File: config.mk
export PLATFORM = sky130hd
export DESIGN_NAME = hpm_counters
export DESIGN_NICKNAME = d
export VERILOG_FILES = /design/src/rtl/hpm_counters.sv
export SDC_FILE = /design/constraint.sdc
export NUM_CORES = 1
export LEC_CHECK = 0
export BUFFER_PORTS_ARGS = -buffer_cell sky130_fd_sc_hd__buf_2
export CORE_MARGIN = 5
export CORE_UTILIZATION = 55
export CTS_CLUSTER_SIZE = 16
export DETAILED_ROUTE_END_ITERATION = 7
export MAX_ROUTING_LAYER = met4
export PLACE_DENSITY = 0.73
export SLEW_MARGIN = 5
export SYNTH_ARGS = -nofsm -noshare
export SYNTH_HDL_FRONTEND = slang
export SYNTH_SLANG_ARGS = --single-unit
File: constraint.sdc
create_clock -name clk -period 4.1 [get_ports clk]
set_clock_uncertainty 0.2 [all_clocks]
set_input_delay 0 -clock clk [delete_from_list [all_inputs] [get_ports clk]]
set_output_delay 0 -clock clk [all_outputs]
set_load 0.01 [all_outputs]
File: src/rtl/hpm_counters.sv
// RISC-V hardware performance monitor counters mhpmcounter3.. with mhpmevent selectors and CSR decode.
// Define HPM_OVF_IRQ_EN to enable sticky overflow (OF) flags and the ovf_irq request.
module hpm_counters #(
    parameter int unsigned NUM_COUNTERS  = 4,
    parameter int unsigned COUNTER_WIDTH = 64,
    parameter int unsigned NUM_EVENTS    = 8
) (
    input  logic                  clk,
    input  logic                  rst_n,
    input  logic                  rd_en,
    input  logic                  wr_en,
    input  logic [11:0]           addr,
    input  logic [31:0]           wr_data,
    output logic [31:0]           rd_data,
    output logic                  hit,
    output logic                  illegal_csr,
    input  logic [1:0]            priv,
    input  logic [28:0]           inhibit,
    input  logic [NUM_EVENTS-1:0] events,
    output logic                  ovf_irq
);
    localparam int unsigned CW       = COUNTER_WIDTH;
    localparam logic [6:0]  PG_MLO   = 7'h58;  // 0xB00 >> 5
    localparam logic [6:0]  PG_MHI   = 7'h5C;  // 0xB80 >> 5
    localparam logic [6:0]  PG_EVT   = 7'h19;  // 0x320 >> 5
    localparam logic [6:0]  PG_ULO   = 7'h60;  // 0xC00 >> 5
    localparam logic [6:0]  PG_UHI   = 7'h64;  // 0xC80 >> 5

    logic [CW-1:0]           cnt_q [NUM_COUNTERS];
    logic [CW-1:0]           cnt_d [NUM_COUNTERS];
    logic [7:0]              sel_q [NUM_COUNTERS];
    logic [7:0]              sel_d [NUM_COUNTERS];
    logic [NUM_COUNTERS-1:0] of_q, of_d;
    logic [NUM_EVENTS-1:0]   events_q;

    logic [6:0]   page;
    logic [4:0]   idx;
    logic         in_row, is_mlo, is_mhi, is_evt, is_ulo, is_uhi, wr_ok;
    logic [255:0] ev_ext;
    logic [63:0]  rd_cnt64, nx_cnt64;
    logic         wr_this;
    logic         unused_inhibit;

    assign unused_inhibit = ^inhibit;

    // Address decode: low five bits select index 3..31 within each 32-entry CSR page
    assign page   = addr[11:5];
    assign in_row = addr[4:0] >= 5'd3;
    assign idx    = addr[4:0] - 5'd3;
    assign is_mlo = in_row && (page == PG_MLO);
    assign is_mhi = in_row && (page == PG_MHI);
    assign is_evt = in_row && (page == PG_EVT);
    assign is_ulo = in_row && (page == PG_ULO);
    assign is_uhi = in_row && (page == PG_UHI);
    assign hit    = is_mlo | is_mhi | is_evt | is_ulo | is_uhi;

    assign illegal_csr = (rd_en | wr_en) & hit &
                         ((wr_en & (is_ulo | is_uhi)) |
                          ((priv != 2'd3) & (is_mlo | is_mhi | is_evt)));
    assign wr_ok = wr_en & hit & ~illegal_csr;

    // Read mux; unimplemented indices fall through to zero
    always_comb begin
        rd_data  = '0;
        rd_cnt64 = '0;
        for (int i = 0; i < NUM_COUNTERS; i++) begin
            if (hit && (idx == 5'(i))) begin
                rd_cnt64 = 64'(cnt_q[i]);
                if (is_mlo || is_ulo) begin
                    rd_data = rd_cnt64[31:0];
                end else if (is_mhi || is_uhi) begin
                    rd_data = rd_cnt64[63:32];
                end else begin
                    rd_data = {of_q[i], 23'b0, sel_q[i]};
                end
            end
        end
    end

    // Bit 0 of ev_ext is a constant zero so that selector 0 never counts
    assign ev_ext = 256'({events_q, 1'b0});

    always_comb begin
        of_d     = of_q;
        nx_cnt64 = '0;
        wr_this  = 1'b0;
        for (int i = 0; i < NUM_COUNTERS; i++) begin
            cnt_d[i] = cnt_q[i];
            sel_d[i] = sel_q[i];
        end
        for (int i = 0; i < NUM_COUNTERS; i++) begin
            wr_this  = wr_ok && (idx == 5'(i));
            nx_cnt64 = 64'(cnt_q[i]);
            if (wr_this && is_mlo) begin
                cnt_d[i] = CW'({nx_cnt64[63:32], wr_data});
            end else if (wr_this && is_mhi) begin
                cnt_d[i] = CW'({wr_data, nx_cnt64[31:0]});
            end else if (ev_ext[sel_q[i]] && !inhibit[i]) begin
                cnt_d[i] = cnt_q[i] + CW'(1);
`ifdef HPM_OVF_IRQ_EN
                if (&cnt_q[i]) begin
                    of_d[i] = 1'b1;
                end
`endif
            end
            // Event-register write wins over a same-cycle wrap
            if (wr_this && is_evt) begin
                sel_d[i] = (wr_data[7:0] > 8'(NUM_EVENTS)) ? 8'd0 : wr_data[7:0];
`ifdef HPM_OVF_IRQ_EN
                of_d[i]  = wr_data[31];
`endif
            end
        end
`ifndef HPM_OVF_IRQ_EN
        of_d = '0;
`endif
    end

    always_ff @(posedge clk or negedge rst_n) begin
        if (!rst_n) begin
            events_q <= '0;
            of_q     <= '0;
            for (int i = 0; i < NUM_COUNTERS; i++) begin
                cnt_q[i] <= '0;
                sel_q[i] <= '0;
            end
        end else begin
            events_q <= events;
            of_q     <= of_d;
            for (int i = 0; i < NUM_COUNTERS; i++) begin
                cnt_q[i] <= cnt_d[i];
                sel_q[i] <= sel_d[i];
            end
        end
    end

`ifdef HPM_OVF_IRQ_EN
    assign ovf_irq = |of_q;
`else
    assign ovf_irq = 1'b0;
`endif

endmodule

# ---- Word level (Yosys, flattened, before mapping)
# Index checks and enable logic that the tools add are counted.
dict set report word_totals {
  output_inout_bits 35
  reg_bits 296
  ram_bits 0
  n_memories 0
  latch_bits 0
  mem_bits_ro 0
}
dict set report classes {
  muxes 33
  n_lt_le_gt_ge 6
  multipliers 0
  n_addsub 5
  div 0
  bitwise 18
  shift 0
  n_reduce_logical 52
  n_eq_ne 13
}
# operator n
set ops {}
lappend ops {{$mux 32} 16}
lappend ops {{$mux 64} 8}
lappend ops {{$add 64x1->64 const B} 4}
lappend ops {{$lt 8x9->1 const B} 4}
lappend ops {{$bmux 1 s8} 4}
lappend ops {{$logic_and 1x1->1} 29}
lappend ops {{$eq 7x7->1 const B} 4}
lappend ops {{$reduce_and 2->1} 8}
lappend ops {{$reduce_bool 2->1} 8}
lappend ops {{$eq 5x2->1 const B} 2}
lappend ops {{$ne 2x2->1 const B} 5}
lappend ops {{$gt 8x4->1 const B} 1}
lappend ops {{$mux 8} 1}
lappend ops {{$eq 7x5->1 const B} 1}
lappend ops {{$or 1x1->1} 7}
lappend ops {{$and 1x1->1} 6}
lappend ops {{$eq 5x1->1 const B} 1}
lappend ops {{$ge 5x2->1 const B} 1}
lappend ops {{$logic_not 5->1} 1}
lappend ops {{$not 1->1} 5}
lappend ops {{$sub 5x2->5 const B} 1}
lappend ops {{$logic_not 1->1} 4}
lappend ops {{$mux 1} 4}
lappend ops {{$logic_or 1x1->1} 2}

# ---- Longest topological paths before layout
# Gate-level depths: netlist of run 1.
dict set report depth {
  word_depth 14
  ltp_mapped 10
  mapped_depth_nobuf 7
}

# ---- Worst setup path after synthesis of run 1
# Ideal clock, no wire load.
dict set report synth_timing {
  path_kind {reg2reg}
  startpoint {register sel_q[25] (netlist name)}
  endpoint {register cnt_q[255] (netlist name)}
  t_arrival_ns 2.662
  setup_ns 0.082
  stages_incl_launch_ff 9
  slack_ns 1.156
  cell_sequence {dfrtp_1 > or4b_1 > a211o_1 > a211o_1 > buf_6 > or3_1 > buf_2 > or4_1 > a31oi_1}
}
dict set report synth_via {
  elab_chain_len 5
}
# element line
set synth_lines {}
lappend synth_lines {{start: declaration} 31} ;# logic [7:0] sel_q [NUM_COUNTERS];
lappend synth_lines {{start signal: indexed assignment} 132} ;# sel_q[i] <= sel_d[i];
lappend synth_lines {{$bmux 1 s8} 98} ;# end else if (ev_ext[sel_q[i]] && !inhibit[i]) begin
lappend synth_lines {{$mux 1 (not written as such)} 98}
lappend synth_lines {{$logic_and 1x1->1} 98}
lappend synth_lines {{$reduce_bool 2->1 (no source line)} -}
lappend synth_lines {{$reduce_and 2->1 (no source line)} -}
lappend synth_lines {{end signal: indexed assignment} 131} ;# cnt_q[i] <= cnt_d[i];
lappend synth_lines {{end: declaration} 29} ;# logic [CW-1:0] cnt_q [NUM_COUNTERS];
# No other way between the ends. The select of a mux whose other input is x is not followed.
# A chain may end at the register's enable or synchronous reset.

# ---- Worst setup path in the final report of run 1
dict set report layout_timing {
  startpoint {input addr[7]}
  endpoint {output rd_data[11]}
}
dict set report layout_via {
  elab_chain_len 11
}
# element line
set layout_lines {}
lappend layout_lines {{start: declaration} 12} ;# input logic [11:0] addr,
lappend layout_lines {{$eq 7x7->1, on equally long branches} {50, 51}}
lappend layout_lines {{$logic_and 1x1->1, on equally long branches} {50, 51}}
lappend layout_lines {{$or 1x1->1 (4 in series)} 55} ;# assign hit = is_mlo | is_mhi | is_evt | is_ulo | is_uhi;
lappend layout_lines {{$logic_and 1x1->1} 67} ;# if (hit && (idx == 5'(i))) begin
lappend layout_lines {{$mux 32 (3 in series)} 67}
lappend layout_lines {{$mux 32 *} 67}
lappend layout_lines {{end: declaration} 14} ;# output logic [31:0] rd_data,
# Every way passes the cells marked *; elsewhere a longest branch is shown, timed or not.

==> key figures, run 1 <==
GRT
  • GR Overflow Total: 0
  • Largest net degree at the start of global routing: 96
  • Met1 usage in global routing: 51.5%
  • Met2 Usage GRT: 59.1%
  • Top Usage Layer GRT: met2
  • Met3 usage: 8.89%
  • Initial antenna violation count: 1
  • Vias in the first global route: 20492
  • Gr usage total: 39.8%
  • Global-route wire length before repair: 124000 um

Placed design
  • GPL Wtd Cong: 1.02
  • DP HPWL: 58100 um
  • IO Port Bufs: 95

Hold path
  • Hold Crit Endpoint: cnt_q[143]
  • Hold Crit Class: input port to register
  • Hold depth: 5
  • Hold path start: addr[4]

Die
  • Site Rows: 70
  • Height of the die: 203 um
  • Core area: 36800 um^2
  • Initial Utilization: 55.9%
  • Die W: 203 um
  • Die area: 41300 um^2
  • Num ports: 122

Power and ir drop
  • Pleak: 8.63 nW
  • Worst IR Drop VDD: 370 uV
  • Cell Pwr Density: 301 nW/um^2
  • Power Total: 7.03 mW

Detailed routing
  • Vias: 21732
  • Wire per inst: 26.5 um
  • Routed Wire Length: 82400 um
  • Routed Antenna Nets: 0
  • Drt pass-1 iters: 8
  • # DRC: 0
  • Number of DRC markers in iteration 0: 2515
  • Vias per std cell: 6.99

Critical path
  • CP Class: input port to output port
  • Worst EP arrival: 3.66 ns
  • Worst-path fanout max: 15
  • Crit start category: input port
  • Worst EP required: 3.90 ns
  • CP endpoint kind: output port
  • RR Endpoint: nx_cnt64[11]
  • Setup slack, reg-to-reg: 0.47 ns
  • Worst flop-to-flop path startpoint: sel_q[1]
  • Reg2reg path depth: 7

Clock network
  • Clk root buf: clkbuf_16
  • TritonCTS Sinks: 296
  • Clk Latency, worst-skew pair: 0.56 ns
  • Postcts setup bufs: 0
  • Worst-path clk slew: 0.06 ns
  • Bufs on Longest Clock Path: 3
  • CTS tree: done
  • Htree depth: 2
  • Cts bufs inserted: 37

STA
  • Period utilisation layout: 94.0%
  • Fmax: 259 MHz
  • Final Max Slew Viols: 0
  • Worst Max-Slew Pin Slew: 1.16 ns
  • Min Hold Slack: 0.0411 ns
  • Fin. Hold Viols: 0
  • Worst slew margin: 21.7%
  • Fin Setup TNS: 0 ns
  • Setup Viol. Count Final: 0
  • RSZ-0062 raised after global routing: false
  • Tmin final: 3.86 ns

Synth
  • Async SR Flop Fraction: 100%
  • Flops & latches, synth: 296
  • Sequential area share after synthesis: 36.0%
  • Syn Std Cell Area: 20600 um^2
  • Most common flop cell mapped by yosys: dfrtp_1
  • Post-synth EDFFs: 0
  • Mapped Nets: 2649
  • Synthesized area per cell: 8.04 um^2
  • Cells after Synth: 2558
  • Synth Warn #: 0
  • Distinct cells, synth: 80

Final layout
  • Fin nets: 2704
  • Area growth syn-to-layout: 13.5%
  • Layout cells sized above 1: 10.8%

Flow run
  • Max-cap violations: 0

Outcome
  • Outcome: complete, no violations
metrics by stage:
step,util [%],area (um^2),cells,setup slack (ns)
detailed placement,58.5,21500,2982,0.675
global route,63.4,23300,3107,0.102
finish,63.4,23300,3107,0.244
global placement,58.5,21500,2982,0.734
floorplan,-,20600,2558,1.16
CTS,63.4,23300,3106,0.295
Yosys cell counts, drive strengths merged, types with 10 or more instances:
cell type	instances	area [um^2]
a21oi	126	638
nand3	119	596
or4	15	113
nor4b	19	166
dfrtp	296	7410
nor2b	15	93.8
a22o	39	342
o211ai	11	82.6
o21ai	204	1020
and4	19	166
a2bb2oi	10	87.6
and3	40	250
nand2	339	1270
nand2b	12	75.1
o22ai	40	250
clkbuf	184	696
a22oi	14	105
nor3b	11	87.6
and2	28	175
nor4	138	876
inv	50	188
xnor2	159	1390
nor2	131	492
a211oi	20	155
nor3	92	460
nand4	87	544
a221o	13	130
mux2i	63	631
or3	19	119
o31ai	55	413
mux2	10	113
buf	31	134
a31oi	28	175
logic make-up (layout without fill, tap and decap cells):
group / after synthesis / after routing / synth area share (%)
buf+inv: 265 / 345 / 4.95
other cells: 1 / 2 / 0.0182
compound gates: 642 / 642 / 20.1
flops: 296 / 296 / 36.0
mux: 76 / 76 / 3.94
xor+xnor: 167 / 167 / 7.12
simple gates: 1107 / 1107 / 27.6
fa+ha+maj: 4 / 4 / 0.243
placed cells by master, fill, tap and decap left out, types with 9 or more instances in the layout:
cell	n
nor3_1	83
o211ai_1	11
nand2b_1	12
a31oi_1	28
nor2b_1	15
a21oi_1	123
a2bb2oi_1	10
a22oi_1	14
a211oi_1	17
a22o_1	39
xnor2_1	159
nor2_1	125
o22ai_1	40
nor4b_1	19
buf_2	94
nor4_1	135
mux2i_1	63
a221o_1	13
dfrtp_1	296
dlygate4sd3_1	59
nand3_1	119
inv_1	50
and2_1	28
buf_4	74
o21ai_0	187
nor3b_1	10
o21ai_1	17
clkbuf_16	37
and4_1	19
mux2_2	10
nand4_1	87
o31ai_1	54
nand2_1	339
or4_1	15
or3_1	19
nor3_2	9
and3_1	40
worst max-delay path by stage:
stage               from          end  slack, ns  cells after the start
5_1_grt          addr[7]  rd_data[11]       0.10                     10
3_3_place_gp     addr[7]   cnt_q[177]       0.73                      7
6_report         addr[7]  rd_data[11]       0.24                     10
3_5_place_dp     addr[7]   cnt_q[177]       0.68                      7
2_1_floorplan  sel_q[25]   cnt_q[255]       1.16                      8
4_1_cts          addr[7]  rd_data[24]       0.29                     11
state kept, by name, summed over array words and instances, names as in the netlist:
signal    count
events_q      8
cnt_q       192
nx_cnt64     64
sel_q        32
worst max-delay path, cell delays in order:
cell,delay (ns)
dlygate4sd3_1,0.55
buf_2,0.20
or3b_2,0.51
a211o_1,0.47
a21oi_4,0.47
a22o_1,0.31
a2bb2o_1,0.30
a2111oi_0,0.49
buf_4,0.21
buf_2,0.13
layer usage:
metal	part of all wire [%]	vias up	wire length, um
met1	39	10483	31900
met2	44	1321	36300
li1	-	9602	-
met4	6.0	0	4970
met3	11	326	9240
met5	0	-	0
power breakdown:
group,leakage (nW),internal [mW],switching [mW],total (mW)
Combinational,4.26,0.199,0.335,0.534
Sequential,3.77,3.01,0.136,3.14
Clock,0.596,1.99,1.36,3.35
final cells by class:
type,count,area [um^2]
Antenna cell,1,2.50
Multi-Input combinational cell,1997,12200
Clock buffer,52,1060
Tap cell,468,586
Clock inverter,12,138
Timing Repair Buffer,231,1700
Inverter,50,188
Sequential cell,296,7410
Fill cell,3117,13500
repair_timing:
action                                  4_1_cts  5_1_grt
hold buffers                                 60        0
endpoints found under the hold margin       528        0
endpoints found under the setup margin        0        1
gates resized for setup                       0        1
No activity file was read; power rests on OpenSTA's default activity.
==> run 2: changes to the inputs <==
Settings changed: SETUP_SLACK_MARGIN set to 0.4.
==> run 2 against run 1 <==
Total power is 0.13% lower. Fmax is 9.6% higher. First-iteration DRC count is 2.2% higher. Critical path depth is 4 lower. Hold slack worse by 0.012 ns. Non-clock buffer count is 2 higher. Critical path type is now register to register. Largest power group unchanged.
==> key figures, run 2 (synthesis results as in run 1) <==
Final layout
  • Layout cells sized above 1: 10.8% (-0.046 points)
  • Fin nets: 2706 (+0.074%)
  • Biggest register: cnt_q
  • Most frequent cells in the layout: nand2_1, dfrtp_1, o21ai_0
  • Area growth syn-to-layout: 13.6%
  • Commonest non-fill, non-tap cell in the layout: nand2_1
  • Max reg flops: 192 (unchanged)
  • Fill cell count: 3122 (+0.16%)

Critical path
  • Worst EP required: 4.38 ns (+0.48 ns)
  • Worst EP arrival: 3.80 ns (+0.14 ns)
  • CP Class: register to register
  • Worst-path fanout max: 31 (+16)
  • CP endpoint kind: register
  • Crit start category: register

STA
  • Setup Viol. Count Final: 0 (unchanged)
  • Final Max Slew Viols: 0 (unchanged)
  • Worst Max-Slew Pin Slew: 1.11 ns (-0.0575 ns)
  • RSZ-0062 raised after global routing: false
  • Fin Setup TNS: 0 ns (unchanged)
  • Tmin final: 3.52 ns (-0.337 ns)
  • Fin. Hold Viols: 0 (unchanged)
  • Min Hold Slack: 0.0287 ns (-0.0124 ns)
  • Worst slew margin: 25.6% (+3.9 points)
  • Fmax: 284 MHz (+9.6%)
  • Period utilisation layout: 85.8% (-8.2 points)

Detailed routing
  • Wire per inst: 26.6 um (+0.18%)
  • Number of DRC markers in iteration 0: 2571 (+2.2%)
  • Routed Antenna Nets: 0 (unchanged)
  • Vias: 21779 (+0.22%)
  • Drt pass-1 iters: 6 (-2)
  • Vias per std cell: 7.01 (+0.15%)
  • Routed Wire Length: 82600 um (+0.25%)
  • # DRC: 0 (unchanged)

Clock network
  • Cts bufs inserted: 37 (unchanged)
  • Worst-path clk slew: 0.06 ns (about the same)
  • Clk root buf: clkbuf_16
  • TritonCTS Sinks: 296 (unchanged)
  • Htree depth: 2 (unchanged)
  • Clk Latency, worst-skew pair: 0.56 ns (about the same)
  • CTS tree: done
  • Bufs on Longest Clock Path: 3 (unchanged)

Die
  • Core area: 36800 um^2 (unchanged)
  • Die W: 203 um (unchanged)
  • Die area: 41300 um^2 (unchanged)
  • Num ports: 122 (unchanged)
  • Initial Utilization: 55.9% (unchanged)
  • Height of the die: 203 um (unchanged)
  • Site Rows: 70 (unchanged)

Power and ir drop
  • Cell Pwr Density: 300 nW/um^2 (-0.24%)
  • Pleak: 8.64 nW (+0.11%)
  • Power Total: 7.02 mW (-0.13%)
  • Worst IR Drop VDD: 369 uV (-0.33%)

Placed design
  • GPL Wtd Cong: 1.02 (unchanged)
  • IO Port Bufs: 95 (unchanged)
  • DP HPWL: 58100 um (unchanged)

GRT
  • Largest net degree at the start of global routing: 96 (unchanged)
  • Vias in the first global route: 20538 (+0.22%)
  • Global-route wire length before repair: 125000 um (+0.16%)
  • Initial antenna violation count: 1 (unchanged)
  • GR Overflow Total: 0 (unchanged)
  • Gr usage total: 39.9% (+0.073 points)

Flow run
  • Max-cap violations: 0 (unchanged)

Hold path
  • Hold Crit Class: input port to register

Outcome
  • Outcome: complete, no violations
run 2: report_power, final:
group,internal (mW),switching [mW],leakage [nW]
sequential,3.01,0.137,3.77
combinational,0.199,0.337,4.27
clock,1.99,1.35,0.596
total,5.19,1.82,8.64
run 2: stage by stage:
| stage | cells | worst slack, ns | area, um^2 | util [%] |
|---|---|---|---|---|
| finish | 3109 | 0.581 | 23400 | 63.5 |
| global route | 3109 | 0.452 | 23400 | 63.5 |
| CTS | 3108 | 0.495 | 23300 | 63.4 |
| detailed placement | 2982 | 0.675 | 21500 | 58.5 |
| global placement | 2982 | 0.734 | 21500 | 58.5 |
| floorplan | 2558 | 1.16 | 20600 | - |
run 2: per-layer routing:
layer  global-route usage (%)  part of all wire [%]  routed length, um  vias to the layer above
li1                         -                     -                  -                     9615
met1                     51.8                    38              31600                    10430
met2                     59.1                    44              36400                     1400
met3                     8.70                    12               9660                      334
met4                     20.2                   6.0               4950                        0
met5                        -                     0                  0                        -
run 2: worst paths after layout:
check	from	end	slack (ns)	cells after the start
min	addr[5]	cnt_q[113]	0.03	5
min reg2reg	sel_q[28]	sel_q[28]	0.30	1
max reg2reg	sel_q[26]	cnt_q[255]	0.58	6
max in group asynchronous	rst_n	cnt_q[226]	2.75	4
min in group asynchronous	rst_n	cnt_q[65]	0.45	4
max	sel_q[26]	cnt_q[255]	0.58	6
run 2: timing repair:
| item | CTS | global route |
|---|---|---|
| setup endpoints to repair | 0 | 2 |
| gates resized for setup | 0 | 2 |
| hold buffers | 62 | 0 |
| endpoints found under the hold margin | 528 | 0 |
| setup buffers | 0 | 0 |
run 2: cell type report:
| class | count | area [um^2] | area share, % |
|---|---|---|---|
| diodes | 1 | 2.50 | 0.0107 |
| clock buffers | 52 | 1060 | 4.55 |
| clock inverters | 12 | 138 | 0.589 |
| inverters | 50 | 188 | 0.804 |
| multi-input cells | 1997 | 12200 | 52.4 |
| flip-flops and latches | 296 | 7410 | 31.7 |
| well taps | 468 | 586 | 2.51 |
| repair buffers | 233 | 1720 | 7.38 |
run 2: worst max-delay path, cell delays in order (launching register included):
cell and delay, ns:
dfrtp_1 0.44, or4b_1 0.56, a211o_1 0.33, a211o_2 0.59, or3_1 0.61, or4_1 0.53, a31oi_1 0.17
